===== config.mk =====
export PLATFORM = sky130hd
export DESIGN_NAME = cpu_step_ctrl
export DESIGN_NICKNAME = d
export VERILOG_FILES = /design/src/rtl/cpu_step_ctrl.sv
export SDC_FILE = /design/constraint.sdc
export NUM_CORES = 1
export LEC_CHECK = 0
export ABC_AREA = 0
export CAP_MARGIN = 20
export CORE_MARGIN = 2
export CORE_UTILIZATION = 39
export CTS_CLUSTER_DIAMETER = 30
export CTS_CLUSTER_SIZE = 30
export DETAILED_ROUTE_END_ITERATION = 12
export PLACE_DENSITY_LB_ADDON = 0.12
export REMOVE_ABC_BUFFERS = 1
export SYNTH_ARGS = -nofsm -noshare
export SYNTH_HDL_FRONTEND = slang
export SYNTH_SLANG_ARGS = --single-unit
export TNS_END_PERCENT = 30

===== constraint.sdc =====
create_clock -name CLOCK_50 -period 1.9 [get_ports CLOCK_50]
set_clock_uncertainty 0.1 [all_clocks]
set_input_delay 0.475 -clock CLOCK_50 [delete_from_list [all_inputs] [get_ports CLOCK_50]]
set_output_delay 0.475 -clock CLOCK_50 [all_outputs]
set_load 0.005 [all_outputs]

===== src/rtl/cpu_step_ctrl.sv =====
// cpu_step_ctrl: turns the slow clk1HZ square wave into one-cycle cpu_en pulses with
// free-run, debounced single-step and, when HALT_EN is defined, a latched halt state.
module cpu_step_ctrl #(
  parameter int DEBOUNCE_CYCLES = 500000,
  parameter int CNT_W           = 16
) (
  input  logic             CLOCK_50,
  input  logic             reset,
  input  logic             clk1HZ,
  input  logic             key_step,
  input  logic             sw_run,
  input  logic             halt,
  output logic             cpu_en,
  output logic [1:0]       state,
  output logic [CNT_W-1:0] step_count
);

  localparam int              DB_W    = (DEBOUNCE_CYCLES > 1) ? $clog2(DEBOUNCE_CYCLES) : 1;
  localparam logic [DB_W-1:0] DB_LAST = DB_W'(DEBOUNCE_CYCLES - 1);

  typedef enum logic [1:0] {
    PAUSE  = 2'b00,
    RUN    = 2'b01,
    STEP   = 2'b10,
    HALTED = 2'b11
  } state_t;

  logic hz_s1_q, hz_s2_q, hz_s3_q;
  logic run_s1_q, run_s2_q;
  logic key_s1_q, key_s2_q;
  logic key_deb_q, key_deb_d;
  logic key_deb_prev_q;
  logic [DB_W-1:0] db_cnt_q, db_cnt_d;
  logic tick, press, halt_req;

  state_t          state_q;
  logic            cpu_en_q;
  logic [CNT_W-1:0] step_count_q;

`ifdef HALT_EN
  assign halt_req = halt;
`else
  logic unused_halt;
  assign unused_halt = halt;
  assign halt_req    = 1'b0;
`endif

  always_ff @(posedge CLOCK_50 or negedge reset) begin
    if (!reset) begin
      hz_s1_q  <= 1'b0;
      hz_s2_q  <= 1'b0;
      hz_s3_q  <= 1'b0;
      run_s1_q <= 1'b0;
      run_s2_q <= 1'b0;
      key_s1_q <= 1'b0;
      key_s2_q <= 1'b0;
    end else begin
      hz_s1_q  <= clk1HZ;
      hz_s2_q  <= hz_s1_q;
      hz_s3_q  <= hz_s2_q;
      run_s1_q <= sw_run;
      run_s2_q <= run_s1_q;
      key_s1_q <= key_step;
      key_s2_q <= key_s1_q;
    end
  end

  assign tick = hz_s2_q & ~hz_s3_q;

  // The level only flips after DEBOUNCE_CYCLES consecutive samples disagree with it.
  always_comb begin
    db_cnt_d  = db_cnt_q;
    key_deb_d = key_deb_q;
    if (key_s2_q == key_deb_q) begin
      db_cnt_d = '0;
    end else if (db_cnt_q == DB_LAST) begin
      db_cnt_d  = '0;
      key_deb_d = ~key_deb_q;
    end else begin
      db_cnt_d = db_cnt_q + DB_W'(1);
    end
  end

  always_ff @(posedge CLOCK_50 or negedge reset) begin
    if (!reset) begin
      db_cnt_q       <= '0;
      key_deb_q      <= 1'b1;
      key_deb_prev_q <= 1'b1;
    end else begin
      db_cnt_q       <= db_cnt_d;
      key_deb_q      <= key_deb_d;
      key_deb_prev_q <= key_deb_q;
    end
  end

  assign press = key_deb_prev_q & ~key_deb_q;

  always_ff @(posedge CLOCK_50 or negedge reset) begin
    if (!reset) begin
      state_q      <= PAUSE;
      cpu_en_q     <= 1'b0;
      step_count_q <= '0;
    end else begin
      if (cpu_en_q) begin
        step_count_q <= step_count_q + CNT_W'(1);
      end
      cpu_en_q <= 1'b0;
      if (halt_req) begin
        state_q <= HALTED;
      end else begin
        case (state_q)
          PAUSE: begin
            if (run_s2_q) begin
              state_q <= RUN;
            end else if (press) begin
              state_q <= STEP;
            end
          end
          RUN: begin
            cpu_en_q <= tick;
            if (!run_s2_q) begin
              state_q <= PAUSE;
            end
          end
          // Presses and the run switch are deliberately ignored until the step fires.
          STEP: begin
            cpu_en_q <= tick;
            if (tick) begin
              state_q <= PAUSE;
            end
          end
          HALTED: begin
            state_q <= HALTED;
          end
          default: begin
            state_q <= PAUSE;
          end
        endcase
      end
    end
  end

  assign cpu_en     = cpu_en_q;
  assign state      = state_q;
  assign step_count = step_count_q;

endmodule

==> metrics.yaml, run 1 <==
final_common_cell: "dfrtp_1"
fp.dieArea_um2: 6120
place_hpwl_um: 2800
dieWidth_um: 78.2
initial_core_util: 0.398
number_of_global_route_vias_before_repair: 1518
syn_area_per_cell_um2: 11.1
most_used_cells_in_the_layout_excluding_fill_and_tap_cells: "dfrtp_1 (41), clkdlybuf4s50_1 (22), nor2_1 (21)"
worstReg2RegEnd: "db_cnt_q[18]"
cts_max_level: 2
timing_max_transition_violations_final: 0
grt_start_max_net_pins: 48
finalWirelength_um: 3950
power.static_leakage_nw: 1.12
netlist_instances: 193
max-vdd-ir-drop_uv: 541
pwr-share-clk: 0.263
yosys-top-cells-area: "dfrtp_1 (52%), xnor2_1 (7.3%), xor2_1 (4.5%)"
startpoint_type: "register"
grt_overflow: 0
antennaDiodeCount: 0
power_density_nw_per_um2: 849
vias: 1508
r2r_setup_slack_ns: 0.10
crit_path_cell_trace: "clkdlybuf4s50_1"
initial_antenna_violation_count: 0
worst_setup_hold_path_clk_slew_ns: 0.09
cts-root-buf: "clkbuf_8"
yosysTopAreaCell: "dfrtp_1"
area.growth.synth_to_final_pct: 21.8
tritoncts: "built"
globalRouteTotalUtil: 0.145
registers.top_by_ff_count: "db_cnt_q"
maxSlewHeadroom: 0.749
tns_ns: 0
synthAdderAreaFrac: 0.0407
fillCellCount: 497
p_seq_frac: 0.538
drcViolationCount: 0
clockBufferDepth: 2
worst_skew_pair.late_latency_ns: 0.30
seq_area_frac_synth: 0.548
timing.final.crit_share: 0.964
nNetsFinal: 242
max_slew.worst_pin.slew_ns: 0.374
timing.reg2reg.worst_path_depth: 5
ys.warnings.count: 0
dr.first_iter.drc_count: 59
rows: 27
place.port_buffers: 23
switching_part_of_the_total_power: 0.280
final_layout_size_suffix_gt1_frac: 0.148
synth_simple_gate_area_share: 0.211
worst_path_largest_cell_delay_ns: 0.53
synthesized_area_um2: 2150
hold_path.class: "in -> async"
post-route-util: 0.484
numClockSinks: 47
cp-end-kind: "output port"
area_inside_the_core_boundary_um2: 5410
hold_viol: 0
setup_repair_after_global_routing_missed_its_margin: "false"
critical_path_required_ns: 1.32
instances_no_fill: 302
timing_worst_setup_path_type: "reg -> out"
finalCriticalPeriod_ns: 1.83
count_of_max_cap_constraint_violations: 0
place_inst: 294
status: "complete, no violations"
critical_path_arrival_ns: 1.26
finalSetupViolations: 0
power.combinational.fraction: 0.198
postCtsSetupRepairBufs: 0
wl_per_cell_um: 13.1
routabilityCongestion: 0.757
critical_path_depth: 1
critical_path.top_delay_family: "buffers and inverters"
power.internal_w: 0.00160
worstReg2RegStart: "db_cnt_q[0]"
design.portCount: 25
ant_nets: 0
xor_xnor_share_of_the_synthesized_area: 0.118
number_of_flip_flops_under_the_largest_register_name: 19
power.net_switching_w: 0.000623
path_max_fanout: 5
routed_via_density: 4.99
crit_path_top_delay_cell: "clkdlybuf4s50_1"
yosys.cell_types.count: 35
cp_num_buf_inv: 1
synthMuxAreaShare: 0.0244
synth_top_family_by_area: "simple AND/OR/NAND/NOR gates"
compound_gate_fraction_of_synth_area: 0.0384
synth_top_area_share: 0.524
die_height_um: 78.2
synth.ff_latch_count: 47
number_of_buffers_inserted_during_clock_tree_synthesis: 5
achievable-frequency_mhz: 546
worstSetupStartpoint: "step_count[0]"
wire_length_of_the_first_global_routing_pass_um: 7020
length_of_the_first_detailed_routing_pass_in_iterations: 4
## timing repair
| action | CTS | global route |
|---|---|---|
| resized for setup | 0 | 5 |
| setup endpoints to repair | 0 | 9 |
| hold buffers | 0 | 0 |
| hold endpoints to repair | 0 | 0 |
## cell families after synthesis
group	count (synthesis)
XOR/XNOR	29
AO/OA/AOI/OAI	13
buffers and inverters	10
multiplexers	5
flip-flops	47
AND/OR/NAND/NOR	82
adder cells (fa/ha/maj)	7
## per-layer routing
metal | global-route usage | share of wire | vias to the layer above
met5 | 0 | 0 | -
met4 | 0.0632 | 0.022 | 0
met3 | 0.0402 | 0.037 | 9
met2 | 0.240 | 0.48 | 32
met1 | 0.176 | 0.46 | 727
li1 | - | - | 740
## worst max path at each step
stage	to	slack, ns
after CTS	cpu_en	0.009
after global placement	db_cnt_q[18]	0.15
final	step_count[0]	0.07
after detailed placement	db_cnt_q[18]	0.10
after floorplan	db_cnt_q[10]	0.13
after global routing	step_count[0]	0.01
## synth_stat cells
cell type,instances
nand2b_1,1
nand4_4,1
nand3_1,9
nand4_2,1
and4_1,1
a21oi_1,3
a22oi_1,1
or3_1,1
nor4_1,4
nand4_1,9
dfstp_2,2
inv_1,8
and3_1,5
dfrtp_1,45
o21ai_2,1
or4_1,2
mux2i_1,3
o21ai_1,1
xnor2_1,18
ha_1,7
and4bb_2,1
and3_2,1
nor2_1,21
xor2_1,11
buf_2,2
o21ai_0,3
or2_4,2
o31ai_1,3
mux2_2,1
or4_4,2
a21oi_2,1
nor3_1,5
nand2_1,15
and2_1,1
mux2_1,1
## metrics by stage
stage | power, W | setup slack [ns] | cell area [um^2] | hold slack, ns
finish | 0.00222 | 0.0686 | 2620 | 0.0456
global route | 0.00237 | 0.0100 | 2620 | 0.0623
CTS | 0.00226 | 0.00857 | 2610 | 0.0519
detailed placement | 0.00166 | 0.101 | 2530 | 0.246
global placement | 0.00164 | 0.152 | 2530 | 0.234
floorplan | 0.00142 | 0.135 | 2140 | 0.0794
## layout make-up
cell class                      count  area, um^2  area share
Clock inverter                      2        12.5     0.00478
Multi-Input combinational cell    136         932       0.356
Clock buffer                        6        72.6      0.0277
Inverter                            8        30.0      0.0115
Timing Repair Buffer               31         298       0.114
Sequential cell                    47        1180       0.452
Tap cell                           72        90.1      0.0344
## power groups by stage
stage	Clock (W)	Combinational (W)	Sequential, W
6_report	0.000585	0.000441	0.00120
5_1_grt	0.000665	0.000494	0.00121
4_1_cts	0.000610	0.000452	0.00119
3_5_place_dp	0	0.000449	0.00121
3_3_place_gp	0	0.000430	0.00121
2_1_floorplan	0	0.000221	0.00120
Power figures use the tool's default switching activity.
==> run 2, diff against run 1 <==
--- a/config.mk
+++ b/config.mk
@@ -5,7 +5,6 @@
 export SDC_FILE = /design/constraint.sdc
 export NUM_CORES = 1
 export LEC_CHECK = 0
-export ABC_AREA = 0
 export CAP_MARGIN = 20
 export CORE_MARGIN = 2
 export CORE_UTILIZATION = 39
==> results of run 2 <==
Same layout as run 1: the final DEF is identical, and so are final timing and power.
